==> config.mk <==
export PLATFORM = sky130hd
export DESIGN_NAME = mem_arbiter
export DESIGN_NICKNAME = d
export VERILOG_FILES = /design/src/rtl/mem_arbiter.sv
export SDC_FILE = /design/constraint.sdc
export NUM_CORES = 1
export LEC_CHECK = 0
export BUFFER_PORTS_ARGS = -buffer_cell sky130_fd_sc_hd__buf_2
export CAP_MARGIN = 20
export CELL_PAD_IN_SITES_DETAIL_PLACEMENT = 0
export CELL_PAD_IN_SITES_GLOBAL_PLACEMENT = 1
export CORE_MARGIN = 1.5
export CORE_UTILIZATION = 30
export CTS_CLUSTER_DIAMETER = 40
export DETAILED_ROUTE_END_ITERATION = 8
export GPL_TIMING_DRIVEN = 0
export HOLD_SLACK_MARGIN = 0.08
export PLACE_DENSITY_LB_ADDON = 0.05
export SYNTH_ARGS = -nofsm -noshare
export SYNTH_HDL_FRONTEND = slang
export SYNTH_SLANG_ARGS = --single-unit
==> constraint.sdc <==
create_clock -name clk -period 4.32 [get_ports clk]
set_input_delay 0.864 -clock clk [delete_from_list [all_inputs] [get_ports clk]]
set_output_delay 0.864 -clock clk [all_outputs]
set_load 0.02 [all_outputs]
==> src/rtl/mem_arbiter.sv <==
// mem_arbiter
//   Shares one AXI4 memory master between two requesters:
//   port 0 = exec load/store path, port 1 = instruction-fetch/loader path.
//   Requesters issue one-cycle request pulses; each request is latched into a
//   per-port slot and served one at a time. A one-cycle done pulse returns the
//   load data (byte loads are lane-extracted and zero-extended) and the error.
//
// Ports
//   clk, rst                  clock, synchronous active-high reset
//   req_valid/we/size/addr/wdata   per-port request (index = port)
//   resp_done/resp_err        per-port completion pulse and error
//   resp_rdata                load result, valid with resp_done
//   ar*/r*                    AXI read address / read data channels
//   aw*/w*/b*                 AXI write address / write data / response channels
//
// FSM states
//   state   | meaning
//   S_IDLE  | no transaction in flight; grant a pending slot if any
//   S_READ  | AR issued, waiting for AR handshake and R beat
//   S_WRITE | AW and W issued, waiting for both handshakes and B beat
//   S_RESP  | one-cycle done pulse to the granted port
module mem_arbiter #(
    parameter int ADDR_W = 22,
    parameter bit RR     = 1'b1
) (
    input  logic                   clk,
    input  logic                   rst,
    input  logic [1:0]             req_valid,
    input  logic [1:0]             req_we,
    input  logic [1:0][2:0]        req_size,
    input  logic [1:0][ADDR_W-1:0] req_addr,
    input  logic [1:0][31:0]       req_wdata,
    output logic [1:0]             resp_done,
    output logic [1:0]             resp_err,
    output logic [31:0]            resp_rdata,
    output logic [ADDR_W-1:0]      araddr,
    output logic [2:0]             arsize,
    output logic                   arvalid,
    input  logic                   arready,
    input  logic [31:0]            rdata,
    input  logic [1:0]             rresp,
    input  logic                   rvalid,
    output logic                   rready,
    output logic [ADDR_W-1:0]      awaddr,
    output logic [2:0]             awsize,
    output logic                   awvalid,
    input  logic                   awready,
    output logic [31:0]            wdata,
    output logic [3:0]             wstrb,
    output logic                   wvalid,
    input  logic                   wready,
    input  logic [1:0]             bresp,
    input  logic                   bvalid,
    output logic                   bready
);

    typedef enum logic [1:0] {
        S_IDLE  = 2'd0,
        S_READ  = 2'd1,
        S_WRITE = 2'd2,
        S_RESP  = 2'd3
    } state_t;

    state_t state_q, state_d;

    // request slots
    logic [1:0]             slot_we;
    logic [1:0][2:0]        slot_size;
    logic [1:0][ADDR_W-1:0] slot_addr;
    logic [1:0][31:0]       slot_wdata;
    logic [1:0]             pending_q, pending_d, pending_clr, accept;

    // current transaction context
    logic        last_grant_q, last_grant_d;
    logic        grant_q, grant_d;
    logic        cur_byte_q, cur_byte_d;
    logic [1:0]  cur_off_q, cur_off_d;
    logic        err_q, err_d;
    logic [31:0] result_q, result_d;
    logic [7:0]  rd_byte;
    logic        g_sel;
    logic        sel_byte;

    // next values of registered AXI outputs
    logic [ADDR_W-1:0] araddr_d, awaddr_d;
    logic [2:0]        arsize_d, awsize_d;
    logic              arvalid_d, rready_d, awvalid_d, wvalid_d, bready_d;
    logic [31:0]       wdata_d;
    logic [3:0]        wstrb_d;

    // a slot only accepts a new request once its previous one has completed
    assign accept = req_valid & ~pending_q;

    always_comb begin
        rd_byte = rdata[7:0];
        case (cur_off_q)
            2'd0: rd_byte = rdata[7:0];
            2'd1: rd_byte = rdata[15:8];
            2'd2: rd_byte = rdata[23:16];
            2'd3: rd_byte = rdata[31:24];
            default: rd_byte = rdata[7:0];
        endcase
    end

    always_comb begin
        state_d      = state_q;
        last_grant_d = last_grant_q;
        grant_d      = grant_q;
        cur_byte_d   = cur_byte_q;
        cur_off_d    = cur_off_q;
        err_d        = err_q;
        result_d     = result_q;
        araddr_d     = araddr;
        arsize_d     = arsize;
        arvalid_d    = arvalid;
        rready_d     = rready;
        awaddr_d     = awaddr;
        awsize_d     = awsize;
        awvalid_d    = awvalid;
        wdata_d      = wdata;
        wstrb_d      = wstrb;
        wvalid_d     = wvalid;
        bready_d     = bready;
        pending_clr  = 2'b00;
        g_sel        = 1'b0;
        sel_byte     = 1'b0;

        case (state_q)
            S_IDLE: begin
                if (|pending_q) begin
                    if (&pending_q)
                        g_sel = RR ? ~last_grant_q : 1'b0;
                    else
                        g_sel = pending_q[1];
                    // anything other than a byte size behaves as a word access
                    sel_byte     = (slot_size[g_sel] == 3'b000);
                    grant_d      = g_sel;
                    last_grant_d = g_sel;
                    cur_byte_d   = sel_byte;
                    cur_off_d    = slot_addr[g_sel][1:0];
                    if (slot_we[g_sel]) begin
                        awaddr_d  = slot_addr[g_sel];
                        awsize_d  = slot_size[g_sel];
                        wdata_d   = sel_byte ? {4{slot_wdata[g_sel][7:0]}} : slot_wdata[g_sel];
                        wstrb_d   = sel_byte ? (4'b0001 << slot_addr[g_sel][1:0]) : 4'hf;
                        awvalid_d = 1'b1;
                        wvalid_d  = 1'b1;
                        bready_d  = 1'b1;
                        state_d   = S_WRITE;
                    end else begin
                        araddr_d  = slot_addr[g_sel];
                        arsize_d  = slot_size[g_sel];
                        arvalid_d = 1'b1;
                        rready_d  = 1'b1;
                        state_d   = S_READ;
                    end
                end
            end
            S_READ: begin
                if (arvalid && arready)
                    arvalid_d = 1'b0;
                if (rvalid && rready) begin
                    arvalid_d   = 1'b0;
                    rready_d    = 1'b0;
                    err_d       = (rresp != 2'b00);
                    result_d    = cur_byte_q ? {24'h0, rd_byte} : rdata;
                    // freeing the slot now lets a request in the done cycle be taken
                    pending_clr = grant_q ? 2'b10 : 2'b01;
                    state_d     = S_RESP;
                end
            end
            S_WRITE: begin
                if (awvalid && awready)
                    awvalid_d = 1'b0;
                if (wvalid && wready)
                    wvalid_d = 1'b0;
                if (bvalid && bready) begin
                    awvalid_d   = 1'b0;
                    wvalid_d    = 1'b0;
                    bready_d    = 1'b0;
                    err_d       = (bresp != 2'b00);
                    result_d    = 32'h0;
                    pending_clr = grant_q ? 2'b10 : 2'b01;
                    state_d     = S_RESP;
                end
            end
            S_RESP: begin
                state_d = S_IDLE;
            end
            default: begin
                state_d = S_IDLE;
            end
        endcase

        pending_d = (pending_q & ~pending_clr) | accept;
    end

    always_ff @(posedge clk) begin
        if (rst) begin
            state_q      <= S_IDLE;
            pending_q    <= 2'b00;
            last_grant_q <= 1'b1;
            grant_q      <= 1'b0;
            cur_byte_q   <= 1'b0;
            cur_off_q    <= 2'd0;
            err_q        <= 1'b0;
            result_q     <= 32'h0;
            araddr       <= '0;
            arsize       <= 3'd0;
            arvalid      <= 1'b0;
            rready       <= 1'b0;
            awaddr       <= '0;
            awsize       <= 3'd0;
            awvalid      <= 1'b0;
            wdata        <= 32'h0;
            wstrb        <= 4'h0;
            wvalid       <= 1'b0;
            bready       <= 1'b0;
            slot_we      <= 2'b00;
            slot_size    <= '0;
            slot_addr    <= '0;
            slot_wdata   <= '0;
        end else begin
            state_q      <= state_d;
            pending_q    <= pending_d;
            last_grant_q <= last_grant_d;
            grant_q      <= grant_d;
            cur_byte_q   <= cur_byte_d;
            cur_off_q    <= cur_off_d;
            err_q        <= err_d;
            result_q     <= result_d;
            araddr       <= araddr_d;
            arsize       <= arsize_d;
            arvalid      <= arvalid_d;
            rready       <= rready_d;
            awaddr       <= awaddr_d;
            awsize       <= awsize_d;
            awvalid      <= awvalid_d;
            wdata        <= wdata_d;
            wstrb        <= wstrb_d;
            wvalid       <= wvalid_d;
            bready       <= bready_d;
            for (int i = 0; i < 2; i++) begin
                if (accept[i]) begin
                    slot_we[i]    <= req_we[i];
                    slot_size[i]  <= req_size[i];
                    slot_addr[i]  <= req_addr[i];
                    slot_wdata[i] <= req_wdata[i];
                end
            end
        end
    end

    assign resp_done  = (state_q == S_RESP) ? (grant_q ? 2'b10 : 2'b01) : 2'b00;
    assign resp_err   = (state_q == S_RESP && err_q) ? (grant_q ? 2'b10 : 2'b01) : 2'b00;
    assign resp_rdata = result_q;

endmodule

==> run_results.csv, run 1 <==
group,metric,value,unit
clock_network,cts-resized-gates,0,
setup_path,critPathLaunch,"state_q[1]$_SDFFE_PP0P_",
synth,synth.avg_cell_area,8.76,um2
synth,synth_cell_type_count,53,
floorplanning,rows,67,
detailed_routing,drt_iter0_drc,540,
synth,async_flop_share,0,
setup_path,cp.required,3.46,ns
clock_network,cts_inserted_buffers,48,
synth,synth_nets,1340,
power_and_ir_drop,power.internal,5.92,mW
detailed_routing,route.met3.wl,1990,um
power_and_ir_drop,peakVddDrop,0.307,mV
synth,synth_top_cell_by_area,"dfxtp_1",
timing,drv_slew,0,
hold_path,hold_path.class,"reg2reg",
detailed_routing,drtPass1Iterations,5,
clock_network,clk_pin_slew,0.05,ns
global_route,antenna_found_initial,3,
floorplanning,die_width,188,um
placement,port_buffers,287,
synth,seq_area_frac_synth,0.484,
setup_path,critical_path_arrival,1.62,ns
detailed_routing,totalWireLength,38900,um
synth,synth-warning-count,0,
clock_network,clock-sinks,249,
global_route,grt_pass1_vias,9520,
floorplanning,start_util,0.306,
timing,rsz0062_at_grt,"false",
flow_run,drv_cap,0,
timing,slew_headroom,0.436,
synth,yosysTopAreaCellShare,0.484,
layout,seq_area,4980,um2
power_and_ir_drop,seq_power_share,0.314,
synth,synthTopCellsByArea,"dfxtp_1 (48%), nand2_1 (11%), a21oi_1 (11%), mux2i_1 (5.5%), mux2_2 (3.5%)",
setup_path,worst-path-stages,4,
detailed_routing,top_layer,"met5",
power_and_ir_drop,power_frac_comb,0.243,
global_route,grt_max_degree,13,
setup_path,slowest_delay,0.38,ns
floorplanning,design.core.area,33600,um2
setup_path,r2r_start,"state_q[0]$_SDFFE_PP0P_",
setup_path,startpoint_type,"flop",
setup_path,crit_buf_inv,1,
timing,min_period_over_period,0.574,
placement,dp.cells,1910,
floorplanning,ioPinCount,288,
timing,holdWs,0.446,ns
floorplanning,dieArea,35400,um2
detailed_routing,wl_met1,17900,um
global_route,gr-total-overflow,0,
layout,drive_above_1_share,0.304,
placement,place_congestion,0.763,
detailed_routing,via_per_inst,4.82,
synth,synth-compound-area-share,0.214,
detailed_routing,wl_met2,18300,um
clock_network,h-tree-depth,2,
timing,hold_viol,0,
global_route,grt_first_pass_wirelength,57600,um
layout,fin_cells,1999,
placement,dp_hpwl,28400,um
hold_path,min_from,"resp_rdata[13]$_SDFFE_PP0P_",
clock_network,clockBufferDepth,3,
floorplanning,die_y,188,um
synth,synth_top_family_by_area,"compound AO/OA/AOI/OAI gates",
timing,tightest_slew,0.846,ns
setup_path,crit_chain,"ha_1 > nor2b_1 > and2_1 > buf_2",
detailed_routing,drc,0,
clock_network,cts_tree,"built",
global_route,grt_usage,0.213,
power_and_ir_drop,power_frac_clock,0.443,
detailed_routing,wl_per_cell,19.4,um
setup_path,crit_type,"reg2out",
synth,synth_edf_count,0,
run_status,outcome,"complete, no violations",
timing,fin_ws,1.84,ns
setup_path,path_max_fanout,4,
layout,syn_to_final_growth,35.8,%
setup_path,reg2regPathDepth,8,
layout,multi_input_area,4730,um2
detailed_routing,postRouteAntennaNets,0,
synth,yosys.area_share.adder,0.00486,
power_and_ir_drop,pwr_density_cell,627,nW/um2
clock_network,post_cts_buffers,0,
synth,synth-xor-area-share,0,
timing,fmax,403,MHz
synth,synth_mux_area_frac,0.0954,
setup_path,cpMaxStageDelayCell,"dfxtp_1",
synth,syn_inst,1175,
clock_network,clockRootBuffer,"clkbuf_16",
power_and_ir_drop,p_sw_frac,0.325,
layout,fillers,3562,
layout,fin_nets,1677,
hold_path,hold_depth,2,
power_and_ir_drop,p_leak,5.91,nW
detailed_routing,via_count,9626,
clock_network,cts_hold_buf,0,
synth,ys.flop_type,"dfxtp_1",
timing,finalCriticalPeriod,2.48,ns
synth,synth_most_common_cell,"nand2_1",
synth,ys_top_cells_by_count,"nand2_1 (299), dfxtp_1 (249), a21oi_1 (218)",
setup_path,critPathTopFamily,"flip-flops",
power_and_ir_drop,power,8.77,mW
synth,syn_area,10300,um2
clock_network,clkLatencyLatePin,0.54,ns
timing,setup_viol,0,
timing,tns,0,ns
placement,pre_cts_slack,1.59,ns
power_and_ir_drop,p_switching,2.85,mW
timing,finClkSkew,0.0172,ns
setup_path,endpoint_kind,"primary output",
synth,ys_seq_elements,249,
synth,synth-simple-area-share,0.145,
-- layout by cell type, fill, tap and decap left out, types with 3 or more instances in the layout --
cell	netlist	layout
nand3_1	27	27
buf_2	20	307
clkbuf_1	56	62
clkinv_2	0	9
nor2b_1	3	3
a2bb2oi_1	8	8
nor3_1	18	18
a211oi_2	17	17
buf_4	4	4
o221ai_1	7	7
a21oi_1	218	218
a221oi_1	3	3
bufinv_16	0	7
dfxtp_1	249	249
mux2i_1	57	57
ha_1	4	4
o22ai_1	24	24
clkbuf_8	0	8
inv_6	0	3
o21a_1	3	3
mux2_2	32	32
inv_1	11	11
nor2_1	11	11
nand2b_1	3	3
o21ai_0	6	6
a211oi_1	39	39
buf_6	15	15
clkinvlp_4	0	4
and2_1	4	4
nand2_1	299	299
buf_1	6	6
clkbuf_16	0	49
-- cell type report --
type | count | share of cell area
clock inverter | 25 | 0.0235
timing repair buffer | 287 | 0.103
multi-input combinational | 814 | 0.339
clock buffer | 63 | 0.0972
tap | 448 | 0.0401
sequential | 249 | 0.357
buffer | 101 | 0.0380
antenna | 1 | 0.000179
inverter | 11 | 0.00295
-- power groups by stage --
stage | Sequential (mW) | Combinational, mW | Clock, mW
finish | 2.76 | 2.13 | 3.88
global route | 2.79 | 2.34 | 4.06
CTS | 2.76 | 2.16 | 3.94
detailed placement | 2.80 | 2.16 | 0
global placement | 2.80 | 2.15 | 0
floorplan | 2.99 | 1.19 | 0
-- state kept, by name, summed over array words and instances, names as in the netlist, 4 cells and up --
name,cells
araddr,22
awaddr,22
resp_rdata,32
slot_addr,44
slot_size,6
slot_wdata,64
wdata,32
wstrb,4
-- routing by layer --
metal  vias to the layer above  GRT usage
met4                         4     0.0514
met2                       263      0.356
li1                       4799          -
met1                      4500      0.288
met5                         -          0
met3                        60     0.0350
-- logic make-up (layout without fill, tap and decap cells) --
group           count (synthesis)  count (layout)
buf+inv                       112             487
simple gates                  371             371
flops                         249             249
compound gates                347             347
mux                            92              92
other cells                     0               1
fa+ha+maj                       4               4
-- tightest hold or removal path, cell delays in order, from the launching register on --
cell and delay, ns:
dfxtp_1 0.30, nand2_1 0.05, a21oi_1 0.05
-- path summary, 6_finish.rpt --
check                                     end  slack (ns)
setup reg to reg  resp_rdata[21]$_SDFFE_PP0P_        2.04
hold reg to reg   resp_rdata[13]$_SDFFE_PP0P_        0.45
hold / removal    resp_rdata[13]$_SDFFE_PP0P_        0.45
setup / recovery                  resp_err[0]        1.84
-- per-stage QoR --
step	utilization	area (um2)
3_3_place_gp	0.366	12300
3_5_place_dp	0.366	12300
2_1_floorplan	-	10300
6_report	0.416	14000
5_1_grt	0.416	14000
4_1_cts	0.416	14000
Power figures use the tool's default switching activity.
==> run 2, diff against run 1 <==
Clock period 4.32 ns to 2.3 ns, I/O delays scaled along.
==> run_results.csv, run 2 (same netlist as run 1, synthesis figures left out) <==
group,metric,value,unit
detailed_routing,drc,0,
timing,fmax,460,MHz
placement,placed_area,12300,um2
detailed_routing,via_per_inst,4.83,
timing,hold_viol,0,
clock_network,cts_hold_buf,0,
power_and_ir_drop,p_leak,5.92,nW
layout,largest_registers,"slot_wdata: 64 flops, slot_addr: 44 flops",
layout,multi_input_area,4740,um2
layout,final_common_cell,"buf_2",
flow_run,drv_cap,0,
setup_path,cp.required,2.73,ns
floorplanning,ioPinCount,288,
floorplanning,start_util,0.306,
timing,tightest_slew,0.846,ns
layout,fillers,3563,
layout,post-route-util,0.416,
power_and_ir_drop,pwr_density_cell,1180,nW/um2
timing,setup_viol,0,
clock_network,clockRootBuffer,"clkbuf_16",
clock_network,h-tree-depth,2,
placement,pre_cts_slack,-0.0216,ns
clock_network,clockBufferDepth,3,
timing,tns,0,ns
detailed_routing,drtPass1Iterations,5,
setup_path,endpoint_kind,"flop",
timing,finClkSkew,0.0177,ns
floorplanning,die_y,188,um
placement,dp.cells,1910,
global_route,grt_pass1_vias,9520,
clock_network,post_cts_buffers,0,
detailed_routing,totalWireLength,38900,um
power_and_ir_drop,peakVddDrop,0.579,mV
layout,final_cell_mix,"buf_2 (307), nand2_1 (299), dfxtp_1 (249)",
setup_path,rrSetupSlack,0.13,ns
layout,regMostFlops,"slot_wdata",
global_route,antenna_found_initial,3,
timing,drv_slew,0,
global_route,grt_first_pass_wirelength,57600,um
detailed_routing,wl_per_cell,19.4,um
placement,place_congestion,0.763,
clock_network,cts_tree,"built",
floorplanning,dieArea,35400,um2
clock_network,cts_inserted_buffers,48,
layout,fin_cells,1999,
layout,syn_to_final_growth,36.0,%
detailed_routing,drt_iter0_drc,526,
clock_network,clock-sinks,249,
layout,drive_above_1_share,0.305,
run_status,outcome,"complete, no violations",
global_route,grt_max_degree,13,
timing,rsz0062_at_grt,"true",
detailed_routing,postRouteAntennaNets,0,
power_and_ir_drop,power,16.5,mW
hold_path,hold_path.class,"in2reg",
timing,fin_ws,0.126,ns
layout,largest_register_ffs,64,
setup_path,startpoint_type,"flop",
floorplanning,rows,67,
setup_path,path_max_fanout,10,
timing,slew_headroom,0.436,
clock_network,clk_pin_slew,0.05,ns
layout,fin_nets,1677,
global_route,grt_usage,0.213,
floorplanning,design.core.area,33600,um2
clock_network,cts-resized-gates,0,
placement,dp_hpwl,28400,um
global_route,gr-total-overflow,0,
clock_network,clkLatencyLatePin,0.54,ns
detailed_routing,via_count,9660,
timing,holdWs,0.159,ns
timing,min_period_over_period,0.945,
setup_path,crit_type,"reg2reg",
timing,finalCriticalPeriod,2.17,ns
layout,design_area,14000,um2
placement,port_buffers,287,
layout,seq_area,4980,um2
floorplanning,die_width,188,um
setup_path,critical_path_arrival,2.60,ns
==> run 2: changes by cell type in the layout (fill, tap and decap cells not counted) <==
cell      delta
a21boi_2     +1
a21boi_0     -1
clkbuf_1     -2
a211oi_4     +1
clkbuf_2     +1
buf_1        +1
a211oi_2     -1
==> run 2: cell type report <==
type	instances	area share
Antenna cell	1	0.000179
Buffer	101	0.0381
Clock buffer	63	0.0971
Clock inverter	25	0.0235
Inverter	11	0.00295
Multi-Input combinational cell	814	0.339
Sequential cell	249	0.356
Tap cell	448	0.0401
Timing Repair Buffer	287	0.103
==> run 2: routing by layer <==
layer / up-vias / routed length (um) / track usage
li1: 4804 / - / -
met1: 4522 / 17900 / 0.288
met2: 269 / 18300 / 0.356
met3: 61 / 1940 / 0.0350
met4: 4 / 635 / 0.0514
met5: - / 29 / 0
==> run 2: worst paths after layout <==
check | start | to | depth (start not counted)
setup / recovery | state_q[0]$_SDFFE_PP0P_ | wvalid$_SDFFE_PP0P_ | 6
hold / removal | req_wdata[18] | slot_wdata[18]$_SDFFE_PP0P_ | 3
setup reg to reg | state_q[0]$_SDFFE_PP0P_ | wvalid$_SDFFE_PP0P_ | 6
hold reg to reg | resp_rdata[13]$_SDFFE_PP0P_ | resp_rdata[13]$_SDFFE_PP0P_ | 2
==> run 2: power breakdown <==
group          leakage [nW]  total (mW)  internal (mW)  switching (mW)
clock                 0.825        7.29           4.92            2.37
sequential             2.04        5.17           4.85           0.322
combinational          3.06        4.03           1.35            2.67
total                  5.92        16.5           11.1            5.37
==> run 2: worst max-delay path, stage by stage (launching register included) <==
cell and delay [ns]:
dfxtp_1 0.32, inv_1 0.10, ha_1 0.21, clkbuf_1 0.40, buf_1 0.53, nand2_1 0.20
a221oi_1 0.30
